`config.mk`:
```
export PLATFORM = sky130hd
export DESIGN_NAME = usb_rx_decode
export DESIGN_NICKNAME = d
export VERILOG_FILES = /design/src/rtl/usb_rx_decode.sv
export SDC_FILE = /design/constraint.sdc
export NUM_CORES = 1
export LEC_CHECK = 0
export ABC_AREA = 1
export BUFFER_PORTS_ARGS = -buffer_cell sky130_fd_sc_hd__buf_2
export CAP_MARGIN = 20
export CORE_ASPECT_RATIO = 1.75
export CORE_MARGIN = 4
export CORE_UTILIZATION = 40
export CTS_BUF_LIST = sky130_fd_sc_hd__clkbuf_4
export DETAILED_ROUTE_END_ITERATION = 16
export GPL_ROUTABILITY_DRIVEN = 0
export PLACE_DENSITY = 0.66
export SYNTH_ARGS = -nofsm -noshare
export SYNTH_HDL_FRONTEND = slang
export SYNTH_SLANG_ARGS = --single-unit
```
`constraint.sdc`:
```
create_clock -name clk -period 1.9 [get_ports clk]
set_input_delay 0.19 -clock clk [delete_from_list [all_inputs] [get_ports clk]]
set_output_delay 0.19 -clock clk [all_outputs]
set_load 0.005 [all_outputs]
```
`src/rtl/usb_rx_decode.sv`:
```
// USB receive front end: line sync, bit recovery, NRZI decode, unstuffing, SYNC/EOP framing.
// Latency: 2 clk synchronizer + CLKS_PER_BIT/2 clk to the sample point; strobes one clk after the deciding sample.
// Backpressure: none, the serial line cannot be stalled; bytes and strobes must be consumed as they appear.
module usb_rx_decode #(
  parameter int CLKS_PER_BIT = 8,
  parameter int IDLE_BITS    = 7
) (
  input  logic       clk,
  input  logic       rst,
  input  logic       d_plus,
  input  logic       d_minus,
  output logic       rx_active,
  output logic [7:0] rx_byte,
  output logic       byte_valid,
  output logic       eop,
  output logic       err
);

  localparam int            CW   = $clog2(CLKS_PER_BIT);
  localparam logic [CW-1:0] HALF = CW'(CLKS_PER_BIT / 2);
  localparam logic [CW-1:0] LAST = CW'(CLKS_PER_BIT - 1);

  // Line pair encoded as {D+, D-}
  localparam logic [1:0] L_J   = 2'b10;
  localparam logic [1:0] L_K   = 2'b01;
  localparam logic [1:0] L_SE0 = 2'b00;
  localparam logic [1:0] L_SE1 = 2'b11;

  typedef enum logic [2:0] {S_IDLE, S_SYNC, S_DATA, S_EOP, S_ERROR} state_t;

  logic [1:0]    meta_q, line_q, line_prev_q;
  state_t        state_q, state_d;
  logic [CW-1:0] cnt_q, cnt_d;
  logic          prev_j_q, prev_j_d;      // previous J/K sample, 1 = J
  logic [7:0]    run_q, run_d;            // zeros in SYNC, consecutive J samples in ERROR
  logic [2:0]    ones_q, ones_d;
  logic [2:0]    bitcnt_q, bitcnt_d;
  logic [7:0]    shreg_q, shreg_d;
  logic          partial_q, partial_d;    // EOP arrived with a partial byte
  logic          se0_seen_q, se0_seen_d;
  logic [7:0]    rx_byte_q, rx_byte_d;
  logic          byte_valid_q, byte_valid_d;
  logic          eop_q, eop_d;
  logic          err_q, err_d;

  logic       line_chg, sample, samp_j, is_jk, bit_dec;
  logic [7:0] shift_nxt;

  // Two-flop synchronizer plus one extra stage for edge detection; idles at J
  always_ff @(posedge clk or posedge rst) begin
    if (rst) begin
      meta_q      <= L_J;
      line_q      <= L_J;
      line_prev_q <= L_J;
    end else begin
      meta_q      <= {d_plus, d_minus};
      line_q      <= meta_q;
      line_prev_q <= line_q;
    end
  end

  // Decode state and outputs register
  always_ff @(posedge clk or posedge rst) begin
    if (rst) begin
      state_q      <= S_IDLE;
      cnt_q        <= '0;
      prev_j_q     <= 1'b1;
      run_q        <= '0;
      ones_q       <= '0;
      bitcnt_q     <= '0;
      shreg_q      <= '0;
      partial_q    <= 1'b0;
      se0_seen_q   <= 1'b0;
      rx_byte_q    <= '0;
      byte_valid_q <= 1'b0;
      eop_q        <= 1'b0;
      err_q        <= 1'b0;
    end else begin
      state_q      <= state_d;
      cnt_q        <= cnt_d;
      prev_j_q     <= prev_j_d;
      run_q        <= run_d;
      ones_q       <= ones_d;
      bitcnt_q     <= bitcnt_d;
      shreg_q      <= shreg_d;
      partial_q    <= partial_d;
      se0_seen_q   <= se0_seen_d;
      rx_byte_q    <= rx_byte_d;
      byte_valid_q <= byte_valid_d;
      eop_q        <= eop_d;
      err_q        <= err_d;
    end
  end

  // Bit recovery, NRZI decode, unstuffing and framing decisions
  always_comb begin
    state_d      = state_q;
    prev_j_d     = prev_j_q;
    run_d        = run_q;
    ones_d       = ones_q;
    bitcnt_d     = bitcnt_q;
    shreg_d      = shreg_q;
    partial_d    = partial_q;
    se0_seen_d   = se0_seen_q;
    rx_byte_d    = rx_byte_q;
    byte_valid_d = 1'b0;
    eop_d        = 1'b0;
    err_d        = 1'b0;

    line_chg  = (line_q != line_prev_q);
    samp_j    = (line_q == L_J);
    is_jk     = samp_j || (line_q == L_K);
    bit_dec   = (samp_j == prev_j_q);
    shift_nxt = {bit_dec, shreg_q[7:1]};

    // Phase counter realigns to every line edge so the sample lands mid-cell
    if (state_q == S_IDLE || line_chg) cnt_d = '0;
    else if (cnt_q == LAST)            cnt_d = '0;
    else                               cnt_d = cnt_q + 1'b1;
    sample = (state_q != S_IDLE) && (cnt_q == HALF);

    case (state_q)
      S_IDLE: begin
        prev_j_d = 1'b1;
        run_d    = '0;
        if (line_q == L_K && line_prev_q == L_J) state_d = S_SYNC;
      end
      S_SYNC: if (sample) begin
        if (!is_jk) begin
          state_d = S_ERROR;
        end else begin
          prev_j_d = samp_j;
          if (!bit_dec) begin
            if (run_q != 8'hFF) run_d = run_q + 8'd1;
          end else if (run_q >= 8'd5) begin
            state_d  = S_DATA;
            ones_d   = '0;
            bitcnt_d = '0;
          end else begin
            state_d = S_ERROR;
          end
        end
      end
      S_DATA: if (sample) begin
        if (line_q == L_SE0) begin
          state_d    = S_EOP;
          partial_d  = (bitcnt_q != 3'd0);
          se0_seen_d = 1'b0;
        end else if (line_q == L_SE1) begin
          state_d = S_ERROR;
        end else begin
          prev_j_d = samp_j;
          if (ones_q == 3'd6) begin
            // Stuff bit slot: a 0 is dropped, a 1 is a violation
            if (bit_dec) state_d = S_ERROR;
            else         ones_d  = '0;
          end else begin
            shreg_d = shift_nxt;
            ones_d  = bit_dec ? ones_q + 3'd1 : 3'd0;
            if (bitcnt_q == 3'd7) begin
              rx_byte_d    = shift_nxt;
              byte_valid_d = 1'b1;
              bitcnt_d     = '0;
            end else begin
              bitcnt_d = bitcnt_q + 3'd1;
            end
          end
        end
      end
      S_EOP: if (sample) begin
        if (line_q == L_SE0 && !se0_seen_q) begin
          se0_seen_d = 1'b1;
        end else if (samp_j && se0_seen_q) begin
          eop_d   = 1'b1;
          err_d   = partial_q;
          state_d = S_IDLE;
        end else begin
          state_d = S_ERROR;
        end
      end
      S_ERROR: if (sample) begin
        if (!samp_j)                            run_d = '0;
        else if (run_q == 8'(IDLE_BITS - 1))   state_d = S_IDLE;
        else                                    run_d = run_q + 8'd1;
      end
      default: state_d = S_IDLE;
    endcase

    // Single err pulse on entering ERROR; the J-run count starts fresh
    if (state_d == S_ERROR && state_q != S_ERROR) begin
      err_d = 1'b1;
      run_d = '0;
    end
  end

  assign rx_active  = (state_q == S_SYNC) || (state_q == S_DATA) || (state_q == S_EOP);
  assign rx_byte    = rx_byte_q;
  assign byte_valid = byte_valid_q;
  assign eop        = eop_q;
  assign err        = err_q;

endmodule
```
==> impl_metrics.tcl <==
set metrics [dict create \
    worstSetupStartpoint "line_q[1]" \
    port_buffers 15 \
    hp-start "meta_q[1]" \
    crit_slowest_cell "dfstp_2" \
    track_usage 0.164 \
    power.internal_mw 1.61 \
    syn_inst 334 \
    finalPower_mw 2.63 \
    synth_top_area_share 0.393 \
    r2r-start "line_q[1]" \
    syn2layout_area_growth_pct 25.8 \
    final_common_cell "nand2_1" \
    drtIter0Drc 74 \
    grt_pass1_wl_um 11000 \
    design_area_um2 3450 \
    boundaryPins 16 \
    setup_slack_ns -0.0751 \
    drt-total-wl_um 6320 \
    synth_top_area_cell "dfrtp_1" \
    cts_tree "yes" \
    vias_per_cell 5.09 \
    seqCellArea_um2 1180 \
    die_x_um 70.6 \
    std_cell_rows 39 \
    insertedDiodeCount 0 \
    setup_viol 8 \
    status "complete, but fails checks" \
    critPathRequiredTime_ns 2.21 \
    synthArstFlopShare 1.00 \
    path_max_fanout 8 \
    grt_pass1_vias 2541 \
    fin_crit_sh 1.04 \
    synth_cell_types 38 \
    ys_seq_area_frac 0.431 \
    max-vdd-ir-drop_mv 0.471 \
    mostFrequentLayoutCells "nand2_1 (59), dfrtp_1 (43), inv_1 (36), buf_4 (36), nor2_1 (27)" \
    placed_area_um2 3100 \
    fmax_ghz 0.506 \
    setup-tns-final_ns -0.479 \
    hpwl_um 4810 \
    start_kind "register" \
    synth_flop_cell "dfrtp_1" \
    cpMostUsedCell "nand2_8" \
    drive_gt1_frac 0.332 \
    critPathArrivalTime_ns 2.29 \
    dieArea_um2 8290 \
    skew_ns 0.0188 \
    path_clk_slew_ns 0.15 \
    grt_max_degree 26 \
    syn-num-nets 354 \
    synth_area_per_cell_um2 8.20 \
    start_util 0.416 \
    num-nets-final 414 \
    crit_chain "ha_4 -> buf_6 -> and3_4 -> nand3_2 -> nand2_1 -> inv_2 -> nor2_4 -> nand2_4 -> nand2_8 -> nand2_8 -> nand2_8 -> nand2_2 -> nand2_2" \
    power.switching_mw 1.02 \
    fill_cells 623 \
    htreeDepth 2 \
    syn-cell-area_um2 2740 \
    rsz0062_at_grt "yes" \
    wire_per_inst_um 13.2 \
    via_count 2428 \
    antenna_found_initial 0 \
    synth_edf_count 0 \
    power_leakage_nw 1.70 \
    pwr-share-clk 0.179 \
    p_per_area_nw_per_um2 762 \
    period_minus_slack_ns 1.98 \
    clock-sinks 47 \
    core_um2 6590 \
    overflow 0 \
    slew_headroom 0.655 \
    multi_input_area_um2 1510 \
    yosysWarningCount 0 \
    ys_ff_latch 47 \
    cts_buffers 5 \
    synth.area.top_cells "dfrtp_1 (39%), nand2_1 (9.7%), ha_1 (7.3%)" \
    comb_power_share 0.381 \
    min_path_type "reg -> reg" \
    cp-end-kind "register" \
    max_stage_delay_ns 0.61 \
    pwr-share-seq 0.440 \
    timing_worst_setup_path_type "reg -> reg" \
    violations "setup timing" \
    ant_nets 0 \
    maxCapViolCount 0 \
    fin_cells 477 \
    worst_pin_slew_ns 0.517 \
    sw_frac_of_total 0.387 \
    place_inst 455 \
    dr.pass1.iters 4 \
    slew_violations 0 \
    clockBufferDepth 2 \
    clock-root-buffer "clkbuf_4" \
    finalHoldViolations 0 \
    clock_latency_ns 0.38 \
    drc 0 \
    die_y_um 117 \
]
==> state kept, by name, summed over array words and instances (netlist names), 2 cells and up <==
register     cells
cnt_q            3
rx_byte          8
shreg_q          7
line_q           2
state_q          3
line_prev_q      2
ones_q           3
run_q            8
bitcnt_q         3
meta_q           2
==> final timing paths <==
check / end / slack, ns / depth (start not counted)
min: line_q[1] / 0.37 / 0
max in group asynchronous: prev_j_q / 0.90 / 4
min in group asynchronous: state_q[1] / 0.38 / 3
max: run_q[6] / -0.08 / 13
max reg2reg: run_q[6] / -0.08 / 13
min reg2reg: line_q[1] / 0.37 / 0
==> worst max-delay path, delay by kind of cell, from the launching register on <==
family	cells	cell delay [ns]
AND/OR/NAND/NOR	10	0.97
adder cells (fa/ha/maj)	1	0.19
flip-flops	1	0.61
buffers and inverters	2	0.15
==> per-layer routing <==
layer	GRT usage	vias up	part of all wire
met2	0.307	53	0.56
li1	-	1200	-
met4	0.106	0	0.056
met5	0	-	0
met3	0.0316	29	0.034
met1	0.156	1146	0.35
==> power groups by stage <==
stage / clock (mW) / combinational, mW / sequential [mW]
3_3_place_gp: 0 / 0.793 / 1.17
6_report: 0.469 / 1.00 / 1.16
5_1_grt: 0.522 / 1.11 / 1.17
3_5_place_dp: 0 / 0.816 / 1.17
4_1_cts: 0.492 / 0.942 / 1.16
2_1_floorplan: 0 / 0.563 / 1.16
==> layout make-up <==
class                           instances  share of cell area
Tap cell                               82              0.0298
Multi-Input combinational cell        236               0.438
Clock buffer                            5              0.0109
Clock inverter                          3             0.00435
Inverter                               46              0.0526
Sequential cell                        47               0.343
Timing Repair Buffer                   58               0.122
==> kinds of logic after synthesis <==
| kind of cell | count (synthesis) | synth area share |
|---|---|---|
| AND/OR/NAND/NOR | 161 | 0.282 |
| buffers and inverters | 53 | 0.0826 |
| AO/OA/AOI/OAI | 51 | 0.112 |
| flip-flops | 47 | 0.431 |
| adder cells (fa/ha/maj) | 16 | 0.0731 |
| XOR/XNOR | 6 | 0.0192 |
==> Yosys cell counts (3+ instances only) <==
| cell type | count |
|---|---|
| ha_1 | 16 |
| o21ai_0 | 20 |
| inv_2 | 4 |
| nand2_4 | 5 |
| nand2_1 | 71 |
| dfstp_2 | 4 |
| a21oi_1 | 13 |
| a21boi_0 | 4 |
| nor2_2 | 3 |
| nand3_1 | 29 |
| nor2_1 | 32 |
| nand4_1 | 3 |
| xnor2_1 | 4 |
| nand2_2 | 7 |
| inv_1 | 40 |
| o21ai_2 | 7 |
| nor3_1 | 4 |
| dfrtp_1 | 43 |
==> through the flow <==
stage | worst slack [ns] | hold WS, ns | util
6_report | -0.0751 | 0.366 | 0.523
2_1_floorplan | 0.00145 | 0.194 | -
5_1_grt | -0.191 | 0.374 | 0.523
4_1_cts | -0.0456 | 0.367 | 0.503
3_3_place_gp | -0.107 | 0.252 | 0.470
3_5_place_dp | -0.166 | 0.256 | 0.470
==> what timing repair did <==
action                                  4_1_cts  5_1_grt
resized for setup                            23       29
endpoints found under the setup margin       12       22
hold buffers                                  3        0
pin swaps                                     6       14
setup buffers                                 3        6
endpoints found under the hold margin        25        0
cloned                                        2        0
Note: power is estimated with default switching activity, not from simulation.
